$ cat config.mk
export PLATFORM = sky130hd
export DESIGN_NAME = calc_ctrl
export DESIGN_NICKNAME = d
export VERILOG_FILES = /design/src/rtl/calc_pkg.sv /design/src/rtl/fulladd.sv /design/src/rtl/multiply.sv /design/src/rtl/calc_ctrl.sv
export SDC_FILE = /design/constraint.sdc
export NUM_CORES = 1
export LEC_CHECK = 0
export ABC_AREA = 0
export BUFFER_PORTS_ARGS = -buffer_cell sky130_fd_sc_hd__buf_2
export CORE_MARGIN = 2
export CORE_UTILIZATION = 50
export CTS_CLUSTER_DIAMETER = 120
export DETAILED_ROUTE_END_ITERATION = 10
export PLACE_DENSITY = 0.67
export REMOVE_ABC_BUFFERS = 1
export SLEW_MARGIN = 30
export SYNTH_ARGS = -nofsm -noshare
export SYNTH_HDL_FRONTEND = slang
export SYNTH_SLANG_ARGS = --single-unit
$ cat constraint.sdc
create_clock -name clk -period 8.4 [get_ports clk]
set_input_delay 0.42 -clock clk [delete_from_list [all_inputs] [get_ports clk]]
set_output_delay 0.42 -clock clk [all_outputs]
set_load 0.05 [all_outputs]
$ cat src/rtl/calc_pkg.sv
// Shared constants and state encoding for the calc_ctrl dot-product controller.
package calc_pkg;

  localparam int unsigned N     = 6;
  localparam int unsigned W     = 32;
  localparam int unsigned COUNT = N * N;

  typedef enum logic [1:0] {
    IDLE  = 2'd0,
    RUN   = 2'd1,
    DRAIN = 2'd2,
    DONE  = 2'd3
  } state_e;

endpackage

$ cat src/rtl/fulladd.sv
// Library adder: W-bit sum modulo 2^W, carry out discarded.
module fulladd #(
  parameter int unsigned W = 32
) (
  input  logic [W-1:0] a,
  input  logic [W-1:0] b,
  output logic [W-1:0] s
);

  // Modulo 2^W addition
  always_comb begin
    s = a + b;
  end

endmodule

$ cat src/rtl/multiply.sv
// Library multiplier: low W bits of a*b, purely combinational.
module multiply #(
  parameter int unsigned W = 32
) (
  input  logic [W-1:0] a,
  input  logic [W-1:0] b,
  output logic [W-1:0] p
);

  // W-bit context truncates the product to its low W bits
  always_comb begin
    p = a * b;
  end

endmodule

$ cat src/rtl/calc_ctrl.sv
// N*N dot-product controller: one shared multiply and fulladd, two-stage
// pipeline (product register, then accumulate), result held until consumed.
module calc_ctrl #(
  parameter int unsigned N = calc_pkg::N,
  parameter int unsigned W = calc_pkg::W
) (
  input  logic         clk,
  input  logic         rst_n,
  input  logic         start,
  input  logic [W-1:0] a_in,
  input  logic [W-1:0] b_in,
  input  logic         in_valid,
  output logic         in_ready,
  output logic [2:0]   row,
  output logic [2:0]   col,
  output logic [W-1:0] F,
  output logic         out_valid,
  input  logic         out_ready,
  output logic         busy
);

  import calc_pkg::*;

  localparam int unsigned JOB_LEN = N * N;
  localparam int unsigned CW      = $clog2(JOB_LEN + 1);

  state_e         state_q, state_d;
  logic [W-1:0]   acc_q, acc_d;
  logic [W-1:0]   prod_q, prod_d;
  logic           prod_vld_q, prod_vld_d;
  logic [CW-1:0]  cnt_q, cnt_d;
  logic [2:0]     row_q, row_d;
  logic [2:0]     col_q, col_d;

  logic [W-1:0]   mul_p;
  logic [W-1:0]   sum;
  logic           accept;
  logic           last;

  multiply #(.W(W)) u_multiply (
    .a (a_in),
    .b (b_in),
    .p (mul_p)
  );

  fulladd #(.W(W)) u_fulladd (
    .a (acc_q),
    .b (prod_q),
    .s (sum)
  );

  // Handshake and status outputs decoded from the state register
  always_comb begin
    in_ready  = (state_q == RUN);
    out_valid = (state_q == DONE);
    busy      = (state_q != IDLE);
    F         = acc_q;
    row       = row_q;
    col       = col_q;
  end

  // Next-state, pipeline and index computation
  always_comb begin
    state_d    = state_q;
    acc_d      = acc_q;
    prod_d     = prod_q;
    prod_vld_d = 1'b0;
    cnt_d      = cnt_q;
    row_d      = row_q;
    col_d      = col_q;

    accept = (state_q == RUN) && in_valid;
    last   = (cnt_q == CW'(JOB_LEN - 1));

    // Stage 2: fold the product registered on the previous acceptance
    if (prod_vld_q) begin
      acc_d = sum;
    end

    // Stage 1: register the product and advance the row-major index
    if (accept) begin
      prod_d     = mul_p;
      prod_vld_d = 1'b1;
      cnt_d      = cnt_q + CW'(1);
      if (col_q == 3'(N - 1)) begin
        col_d = '0;
        row_d = (row_q == 3'(N - 1)) ? '0 : row_q + 3'd1;
      end else begin
        col_d = col_q + 3'd1;
      end
    end

    case (state_q)
      IDLE: begin
        if (start) begin
          state_d    = RUN;
          acc_d      = '0;
          cnt_d      = '0;
          prod_vld_d = 1'b0;
          row_d      = '0;
          col_d      = '0;
        end
      end
      RUN: begin
        if (accept && last) begin
          state_d = DRAIN;
        end
      end
      DRAIN: begin
        state_d = DONE;
      end
      DONE: begin
        if (out_ready) begin
          state_d = IDLE;
        end
      end
      default: begin
        state_d = IDLE;
      end
    endcase
  end

  // State and datapath registers
  always_ff @(posedge clk or negedge rst_n) begin
    if (!rst_n) begin
      state_q    <= IDLE;
      acc_q      <= '0;
      prod_q     <= '0;
      prod_vld_q <= 1'b0;
      cnt_q      <= '0;
      row_q      <= '0;
      col_q      <= '0;
    end else begin
      state_q    <= state_d;
      acc_q      <= acc_d;
      prod_q     <= prod_d;
      prod_vld_q <= prod_vld_d;
      cnt_q      <= cnt_d;
      row_q      <= row_d;
      col_q      <= col_d;
    end
  end

endmodule

# Word-level counts from Yosys, hierarchy flattened
# Cells that the tools add are included.
# W data, S select, Z words.
classes:
  reduce_logical: 5
  shifts: 0
  div_mod_pow: 0
  eq_ne: 9
  add_sub_neg: 4
  n_lt_le_gt_ge: 0
  bitwise_logic: 0
  n_mul: 1
  mux: 22
ops:
  columns: ["op", "count"]
  rows:
  - ["$mux W32", 3]
  - ["$add A32 B32 Y32", 1]
  - ["$mul A32 B32 Y32", 1]
  - ["$mux W3", 9]
  - ["$mux W6", 3]
  - ["$pmux W2 S4", 1]
  - ["$add A3 B1 Y3 const B", 2]
  - ["$add A6 B1 Y6 const B", 1]
  - ["$eq A3 B3 Y1 const B", 2]
  - ["$eq A6 B6 Y1 const B", 1]
  - ["$mux W2", 3]
  - ["$eq A2 B2 Y1 const B", 2]
  - ["$ne A2 B1 Y1 const B", 2]
  - ["$mux W1", 3]
  - ["$reduce_and A3 Y1", 1]
  - ["$eq A2 B1 Y1 const B", 1]
  - ["$logic_and A1 B1 Y1", 2]
  - ["$logic_not A2 Y1", 1]
  - ["$ne A2 B2 Y1 const B", 1]
  - ["$reduce_bool A2 Y1", 1]
totals:
  mem_bits_ro: 0
  mem_count: 0
  ff_bits: 79
  latch_bits: 0
  word_cells: 48
  in_bits: 69
  ram_bits: 0

# Longest topological paths before layout
# Gate-level depths: netlist (run 1).
logic_depth:
  depth_word: 6
  ltp_mapped: 28

# Modules after synthesis
# A second synthesis (run 1) with hierarchy kept.
hier_totals:
  cells_unflattened: 2245
  hier_area_um2: 20609.8
modules_own_cells:
  columns: ["mod", "cells_each", "seq_area_each_um2", "area_per_inst_um2", "instances"]
  rows:
  - ["multiply", 1710, 0.0, 15761.4, 1]
  - ["calc_ctrl", 314, 1976.9, 3246.9, 1]
  - ["fulladd", 221, 0.0, 1601.5, 1]

# Worst setup path after synthesis (run 1)
# OpenSTA, ideal clock, no wires.
synth_path:
  path_kind: "in2reg"
  startpoint: "input port b_in[2]"
  endpoint: "register prod_q[31]"
  required_ns: 8.267
  stages: 24
  arrival_time_ns: 6.762
  setup_slack_ns: 1.505
  setup_ns: 0.133
  path_cell_list: "clkbuf_1 clkbuf_1 nand2_1 fa_1 fa_1 fa_1 fa_1 inv_1 fa_1 inv_1 fa_1 fa_1 fa_1 inv_1 ha_1 a21o_1 a31o_2 a221oi_1 nand2b_1 nand3_1 a21oi_1 a21oi_1 xnor2_1 o21ai_0"
synth_via:
  elab_chain_cells: 1
synth_lines:
  columns: ["item", "line", "rtl"]
  rows:
  - ["start, declared", "calc_ctrl.sv:11", "input logic [W-1:0] b_in,"]
  - ["$mul A32 B32 Y32", "multiply.sv:12", "p = a * b;"]
  - ["end signal, assigned", "calc_ctrl.sv:136", "prod_q <= prod_d;"]
  - ["end, declared", "calc_ctrl.sv:29", "logic [W-1:0] prod_q, prod_d;"]
# Every way passes these cells.
# A chain may end at the register's enable or synchronous reset.

# Worst setup path in the final report (run 1)
layout_path:
  startpoint: "input port b_in[6]"
  endpoint: "register prod_q[31]"
# The elaborated chain is that of the path after synthesis.

==> results.py, run 1 <==
metrics = {
    "run_status": {
        "run_status": "complete, no violations",
    },
    "setup_path": {
        "crit_path_max_incr_delay_ps": 550,
        "end_kind": "flip-flop",
        "worst_ep_arrival_time_ps": 7300,
        "r2r_cells": 11,
        "crit_path_cell_trace": "buf_2 > and2_1 > fa_1 > fa_1 > inv_1 > fa_1 > fa_1 > inv_1 > fa_1 > inv_1 > fa_1 > fa_1 > fa_1 > inv_1 > ha_1 > a21o_1 > a31o_2 > a221oi_1 > nand2b_1 > nand3_1 > a21oi_1 > a21oi_1 > xnor2_1 > o21ai_0",
        "r2r_start": "F[0]",
        "crit_fanout": 26,
        "ff2ff_setup_slack_ps": 5100,
        "critical_path_class": "in -> reg",
        "critPathMostFrequentCell": "sky130_fd_sc_hd__fa_1",
        "cp_data_required_time_ps": 8660,
        "critPathLaunchType": "input pin",
        "critical_path.reg2reg.endpoint": "F[30]",
        "cp_max_delay_cell": "sky130_fd_sc_hd__fa_1",
    },
    "clocking": {
        "cts_hold_buffers": 0,
        "cts_tree": "done",
        "maximum_root_to_sink_buffer_count": 2,
        "cts_repair_resize_count": 0,
        "root_buffer": "sky130_fd_sc_hd__clkbuf_16",
        "cts_num_sinks": 79,
        "cts_htree_levels": 3,
        "worst_skew_pair_latency_ps": 340,
        "post_cts_buffers": 0,
        "cts.reportedPaths.clkPinSlew_ps": 60,
        "number_of_buffers_created_by_cts": 9,
    },
    "synthesis": {
        "synth_simple_gate_area_share_pct": 17.51,
        "postSynth.asyncResetShare_pct": 100.0,
        "ys_ff_latch": 79,
        "post_synth_xor_area_fraction_pct": 4.909,
        "synthAdderAreaFrac_pct": 50.54,
        "synth_largest_type_area_fraction_pct": 40.61,
        "seq_area_frac_synth_pct": 9.806,
        "synth-compound-area-share_pct": 6.355,
        "syn_area_um2": 20160,
        "dominantRegCellSynth": "sky130_fd_sc_hd__dfrtp_1",
        "ys_warn_count": 0,
        "synth_top_family_by_area": "adder cells",
        "synth_enable_flop_cells": 0,
        "synthesis.area_per_instance_um2": 8.952,
        "synth.most_common_cell": "sky130_fd_sc_hd__inv_1",
        "synth.top_cells.by_area": "sky130_fd_sc_hd__fa_1 41%, sky130_fd_sc_hd__ha_1 9.9%, sky130_fd_sc_hd__dfrtp_1 9.8%",
        "synthDistinctLibCells": 62,
        "synth_common_cells": "423 x sky130_fd_sc_hd__inv_1, 409 x sky130_fd_sc_hd__fa_1, 374 x sky130_fd_sc_hd__nand2_1, 226 x sky130_fd_sc_hd__and2_1, 160 x sky130_fd_sc_hd__ha_1",
        "largest_area_contributor_in_the_synthesized_netlist": "sky130_fd_sc_hd__fa_1",
        "syn_inst": 2252,
        "synthMuxAreaShare_pct": 1.005,
    },
    "sta": {
        "worstMarginPinSlew_ps": 741.9,
        "timing_hold_violations_final": 0,
        "finalSetupViolCount": 0,
        "clock-skew-final_ps": 6.776,
        "fmax_ghz": 0.1420,
        "slew_viol_final": 0,
        "min_period_ps": 7042,
        "post_route_clock_period_utilization_pct": 83.84,
        "maxSlewHeadroom_pct": 50.54,
        "tns_ps": 0,
        "rsz0062_at_grt": "false",
    },
    "global_route": {
        "grt_start_max_net_pins": 80,
        "grt_pass1_vias": 16422,
        "globalRouteOverflowTotal": 0,
        "grt_antenna_before_repair": 1,
        "gr-usage-all-layers_pct": 26.87,
        "wire_length_of_the_first_global_routing_pass_um": 87560,
    },
    "place": {
        "buffer_ports.inserted": 109,
        "place_area_um2": 21020,
        "gp_routability_congestion": 0.9313,
        "detailedPlacementHpwl_um": 42900,
    },
    "die": {
        "dieArea_um2": 41940,
        "number_of_cell_rows": 73,
        "coreArea_um2": 39730,
        "ioPinCount": 110,
        "die_width_um": 204.8,
        "die_y_um": 204.8,
        "effective_utilization_at_floorplan_pct": 50.74,
    },
    "routing": {
        "wl_per_cell_um": 19.01,
        "drtAntennaViolNets": 0,
        "initialDrtViolationCount": 1009,
        "dr_total_vias": 15164,
        "detail_route.vias_per_cell": 5.410,
        "drt-pass1-iter-count": 5,
        "wl_um": 53290,
        "drc": 0,
    },
    "cells_and_area": {
        "fillerInstances": 3696,
        "seq_area_um2": 1977,
        "multi_input_logic_area_um2": 16200,
        "fin_area_um2": 21320,
        "share_of_post_route_cells_with_drive_strength_above_1_pct": 6.588,
        "nNetsFinal": 2910,
        "area.growth.synth_to_final_pct": 5.759,
    },
    "run": {
        "number_of_max_capacitance_violations_reported": 0,
    },
    "hold_path": {
        "holdCritPathClass": "in -> async",
    },
}
[final cells by class]
type / instances / area share, %
diodes: 1 / 0.01174
inverters: 423 / 7.447
well taps: 525 / 3.081
clock inverters: 4 / 0.2113
clock buffers: 12 / 1.156
flip-flops and latches: 79 / 9.272
repair buffers: 116 / 2.834
multi-input cells: 1643 / 75.99
[routing by layer]
metal,up-vias,global-route usage (%),routed length (um)
met1,7687,36.34,22510
met5,-,0,0
li1,6819,-,-
met3,85,3.866,3834
met2,573,44.91,25550
met4,0,7.971,1396
[cell usage in the layout, fill, tap and decap left out, types with 6 or more instances in the layout]
| cell | synthesis | layout |
|---|---|---|
| sky130_fd_sc_hd__xnor2_1 | 80 | 80 |
| sky130_fd_sc_hd__and3_1 | 8 | 8 |
| sky130_fd_sc_hd__xor2_1 | 33 | 33 |
| sky130_fd_sc_hd__nor3_1 | 14 | 14 |
| sky130_fd_sc_hd__nand2_1 | 374 | 373 |
| sky130_fd_sc_hd__inv_1 | 423 | 423 |
| sky130_fd_sc_hd__buf_4 | 0 | 7 |
| sky130_fd_sc_hd__mux2i_1 | 18 | 18 |
| sky130_fd_sc_hd__nand4_1 | 9 | 9 |
| sky130_fd_sc_hd__nor2_1 | 69 | 69 |
| sky130_fd_sc_hd__and2_1 | 226 | 226 |
| sky130_fd_sc_hd__clkbuf_16 | 0 | 9 |
| sky130_fd_sc_hd__o21ai_0 | 52 | 52 |
| sky130_fd_sc_hd__o21a_1 | 6 | 6 |
| sky130_fd_sc_hd__nand2b_1 | 9 | 9 |
| sky130_fd_sc_hd__ha_1 | 160 | 160 |
| sky130_fd_sc_hd__nand3_1 | 9 | 9 |
| sky130_fd_sc_hd__o21bai_1 | 11 | 11 |
| sky130_fd_sc_hd__a21oi_1 | 58 | 58 |
| sky130_fd_sc_hd__a21o_1 | 18 | 18 |
| sky130_fd_sc_hd__buf_2 | 0 | 108 |
| sky130_fd_sc_hd__dfrtp_1 | 79 | 79 |
| sky130_fd_sc_hd__fa_1 | 409 | 409 |
| sky130_fd_sc_hd__a211oi_1 | 9 | 9 |
[cell families after synthesis]
family / count (synthesis)
and+or+nand+nor: 741
adders and majority gates: 569
buffers and inverters: 530
AOI/OAI and AO/OA: 200
xor gates and xnor gates: 113
DFF: 79
muxes: 20
[sequential cells by signal, indices dropped and copies added, names as in the netlist]
register / cells
state_q: 2
cnt_q: 6
col: 3
F: 32
prod_vld_q: 1
row: 3
prod_q: 32
[critical path, delay by kind of cell]
family | cells | cell delay [ps]
adders and majority gates | 9 | 4260
AOI/OAI and AO/OA | 6 | 1280
buffers and inverters | 5 | 650
and+or+nand+nor | 3 | 540
xor gates and xnor gates | 1 | 130
[how the worst max path moves through the flow]
| stage | from | endpoint | cells after the start | slack, ps |
|---|---|---|---|---|
| 2_1_floorplan | a_in[16] | prod_q[31] | 23 | 1880 |
| 3_3_place_gp | b_in[6] | prod_q[31] | 24 | 1050 |
| 3_5_place_dp | b_in[6] | prod_q[31] | 24 | 1010 |
| 4_1_cts | b_in[6] | prod_q[31] | 24 | 1370 |
| 5_1_grt | b_in[6] | prod_q[31] | 24 | 960 |
| 6_report | b_in[6] | prod_q[31] | 24 | 1360 |
[metrics by stage]
stage	instances	worst slack, ps	hold slack [ps]	util [%]
2_1_floorplan	2145	1879	124.4	-
3_3_place_gp	2786	1054	463.6	52.90
3_5_place_dp	2786	1012	481.0	52.91
4_1_cts	2802	1372	154.4	53.65
5_1_grt	2803	963.0	188.0	53.66
6_report	2803	1358	120.9	53.66
Power of run 1 is left out: the tool's default activity adds up to more than one toggle a clock period on the data nets, which glitch-free logic cannot reach.
==> run 2: changes to the inputs <==
--- a/config.mk
+++ b/config.mk
@@ -5,7 +5,7 @@
 export SDC_FILE = /design/constraint.sdc
 export NUM_CORES = 1
 export LEC_CHECK = 0
-export ABC_AREA = 0
+export ABC_AREA = 1
 export BUFFER_PORTS_ARGS = -buffer_cell sky130_fd_sc_hd__buf_2
 export CORE_MARGIN = 2
 export CORE_UTILIZATION = 50
==> constraint.sdc (replaced) <==
create_clock -name clk -period 6.7 [get_ports clk]
set_input_delay 0.335 -clock clk [delete_from_list [all_inputs] [get_ports clk]]
set_output_delay 0.335 -clock clk [all_outputs]
set_load 0.05 [all_outputs]
==> run 2 against run 1 <==
  * Worst setup slack got worse by 1000 ps
  * Register-to-register slack got worse by 940 ps
  * Critical path depth unchanged
  * First-iteration DRC count increased by 33%
  * Clock skew rose by 1.7 ps
==> results.py, run 2 <==
metrics = {
    "synthesis": {
        "synth_largest_type_area_fraction_pct": 37.78,
        "synthDistinctLibCells": 44,
        "synth_enable_flop_cells": 0,
        "syn_inst": 2924,
        "largest_area_contributor_in_the_synthesized_netlist": "sky130_fd_sc_hd__fa_1",
        "synth.most_common_cell": "sky130_fd_sc_hd__nand2_1",
        "syn_area_um2": 21670,
        "postSynth.asyncResetShare_pct": 100.0,
        "ys_ff_latch": 79,
        "ys_warn_count": 0,
        "synthesis.area_per_instance_um2": 7.412,
        "synth_common_cells": "867 x sky130_fd_sc_hd__nand2_1, 786 x sky130_fd_sc_hd__inv_1, 409 x sky130_fd_sc_hd__fa_1, 160 x sky130_fd_sc_hd__ha_1, 88 x sky130_fd_sc_hd__a21oi_1",
        "dominantRegCellSynth": "sky130_fd_sc_hd__dfrtp_1",
        "synth.top_cells.by_area": "sky130_fd_sc_hd__fa_1 38%, sky130_fd_sc_hd__nand2_1 15%, sky130_fd_sc_hd__inv_1 14%",
        "seq_area_frac_synth_pct": 9.122,
    },
    "sta": {
        "worstMarginPinSlew_ps": 738.7,
        "clock-skew-final_ps": 8.455,
        "layout_setup_ws_ps": 353.4,
        "fmax_ghz": 0.1576,
        "min_period_ps": 6347,
        "slew_viol_final": 0,
        "post_route_clock_period_utilization_pct": 94.73,
        "rsz0062_at_grt": "false",
        "timing_hold_violations_final": 0,
        "maxSlewHeadroom_pct": 50.75,
        "finalSetupViolCount": 0,
    },
    "cells_and_area": {
        "antennaDiodeCount": 0,
        "top_library_cells_by_usage_in_the_layout_fill_and_taps_aside": "867 x sky130_fd_sc_hd__nand2_1, 786 x sky130_fd_sc_hd__inv_1, 409 x sky130_fd_sc_hd__fa_1",
        "fin_cells": 3601,
        "area.growth.synth_to_final_pct": 8.574,
        "mostFrequentLayoutCell": "sky130_fd_sc_hd__nand2_1",
        "share_of_post_route_cells_with_drive_strength_above_1_pct": 8.455,
        "nNetsFinal": 3650,
    },
    "setup_path": {
        "critical_path_class": "in -> reg",
        "critical_path.top_delay_family": "adder cells",
        "worst_ep_arrival_time_ps": 6580,
        "crit_path_cell_trace": "buf_2 > buf_4 > nand2_1 > fa_1 > inv_1 > fa_1 > inv_1 > fa_1 > inv_1 > fa_1 > fa_1 > inv_1 > fa_1 > fa_1 > fa_1 > inv_1 > ha_1 > a21oi_1 > o21ai_0 > a211oi_1 > nand2_1 > nand3b_1 > nand3_1 > nand2_1",
        "end_kind": "flip-flop",
        "cp_max_delay_cell": "sky130_fd_sc_hd__fa_1",
        "crit_fanout": 11,
        "cp_data_required_time_ps": 6940,
        "critPathMostFrequentCell": "sky130_fd_sc_hd__fa_1",
        "crit_path_max_incr_delay_ps": 550,
        "critPathLaunchType": "input pin",
        "worstPathBufferInverterCount": 7,
    },
    "place": {
        "placed_cells_incl_taps": 3586,
        "detailedPlacementHpwl_um": 50530,
        "gp_routability_congestion": 0.9394,
        "placement.setup.worst_slack_ps": -57.21,
        "buffer_ports.inserted": 109,
    },
    "routing": {
        "initialDrtViolationCount": 1346,
        "detail_route.vias_per_cell": 5.044,
        "wl_per_cell_um": 16.02,
        "dr_total_vias": 18162,
        "drt-pass1-iter-count": 5,
        "drtAntennaViolNets": 0,
        "wl_um": 57680,
        "drc": 0,
    },
    "global_route": {
        "grt_start_max_net_pins": 80,
        "grt_pass1_vias": 18952,
        "gr-usage-all-layers_pct": 26.88,
        "globalRouteOverflowTotal": 0,
        "grt_antenna_before_repair": 1,
        "wire_length_of_the_first_global_routing_pass_um": 95850,
    },
    "die": {
        "dieArea_um2": 45020,
        "die_y_um": 212.2,
        "number_of_cell_rows": 76,
        "effective_utilization_at_floorplan_pct": 50.53,
        "die_width_um": 212.2,
        "ioPinCount": 110,
        "coreArea_um2": 42890,
    },
    "hold_path": {
        "holdCritPathClass": "in -> async",
    },
    "clocking": {
        "cts_htree_levels": 3,
        "root_buffer": "sky130_fd_sc_hd__clkbuf_16",
        "maximum_root_to_sink_buffer_count": 2,
        "cts_tree": "done",
        "cts_num_sinks": 79,
        "worst_skew_pair_latency_ps": 350,
        "post_cts_buffers": 0,
        "number_of_buffers_created_by_cts": 9,
        "cts.reportedPaths.clkPinSlew_ps": 60,
        "cts_hold_buffers": 0,
    },
    "run": {
        "number_of_max_capacitance_violations_reported": 0,
    },
    "run_status": {
        "run_status": "complete, no violations",
    },
}
-- run 2: cell count changes in the layout (fill, tap and decap cells not counted), moves of 11 or more --
cell                      previous run  this run
sky130_fd_sc_hd__inv_1             423       786
sky130_fd_sc_hd__mux2i_1            18         0
sky130_fd_sc_hd__a21oi_1            58        87
sky130_fd_sc_hd__o21ai_0            52        75
sky130_fd_sc_hd__nand2_2             0        15
sky130_fd_sc_hd__buf_4               7        81
sky130_fd_sc_hd__nand3_1             9        83
sky130_fd_sc_hd__a21o_1             18         6
sky130_fd_sc_hd__xor2_1             33        22
sky130_fd_sc_hd__and2_1            226         0
sky130_fd_sc_hd__nand2_1           373       867
sky130_fd_sc_hd__nor2_1             69        87
sky130_fd_sc_hd__xnor2_1            80        11
-- run 2: cell families (layout without fill, tap and decap cells) --
group	count (synthesis)	in the layout	synth area share (%)
DFF	79	79	9.122
buffers and inverters	911	1003	16.10
AOI/OAI and AO/OA	220	220	5.721
adders and majority gates	569	569	47.02
xor gates and xnor gates	33	33	1.334
and+or+nand+nor	1112	1112	20.70
-- run 2: final timing paths --
kind                            slack [ps]  depth (start not counted)        from         end
worst max-delay path                   350                         24    a_in[14]  prod_q[31]
worst min-delay path                    10                          1       rst_n        F[4]
worst max register to register        4160                         13        F[0]       F[18]
worst min register to register         490                          2  prod_q[24]  prod_q[24]
max in group asynchronous             6220                          1       rst_n  prod_q[25]
min in group clk                       190                          2       start        F[2]
-- run 2: layer usage --
layer / track usage (%) / routed length [um]
met1: 36.83 / 25520
met2: 46.09 / 27550
met3: 2.378 / 3268
met4: 6.775 / 1330
met5: 0 / 11
-- run 2: per-stage QoR --
step | hold slack, ps | TNS [ps] | utilization [%] | cell area [um^2]
3_5_place_dp | 475.0 | -122.8 | 54.09 | 23200
3_3_place_gp | 471.5 | -18.11 | 54.09 | 23200
6_report | 13.90 | 0 | 54.87 | 23530
2_1_floorplan | 39.41 | 0 | - | 21150
4_1_cts | 185.4 | 0 | 54.81 | 23510
5_1_grt | 79.13 | 0 | 54.87 | 23530
-- run 2: final cells by class --
type / instances / area (um^2)
clock inverter: 6 / 86.33
fill: 4115 / 19360
inverter: 790 / 2965
multi-input combinational: 1934 / 16210
clock buffer: 9 / 225.2
timing repair buffer: 198 / 1335
sequential: 79 / 1977
tap: 585 / 732.0
-- run 2: timing repair --
action | CTS | global route
resized for setup | 0 | 9
hold endpoints to repair | 0 | 0
setup endpoints to repair | 0 | 2
Power of run 2 is left out for the same reason.
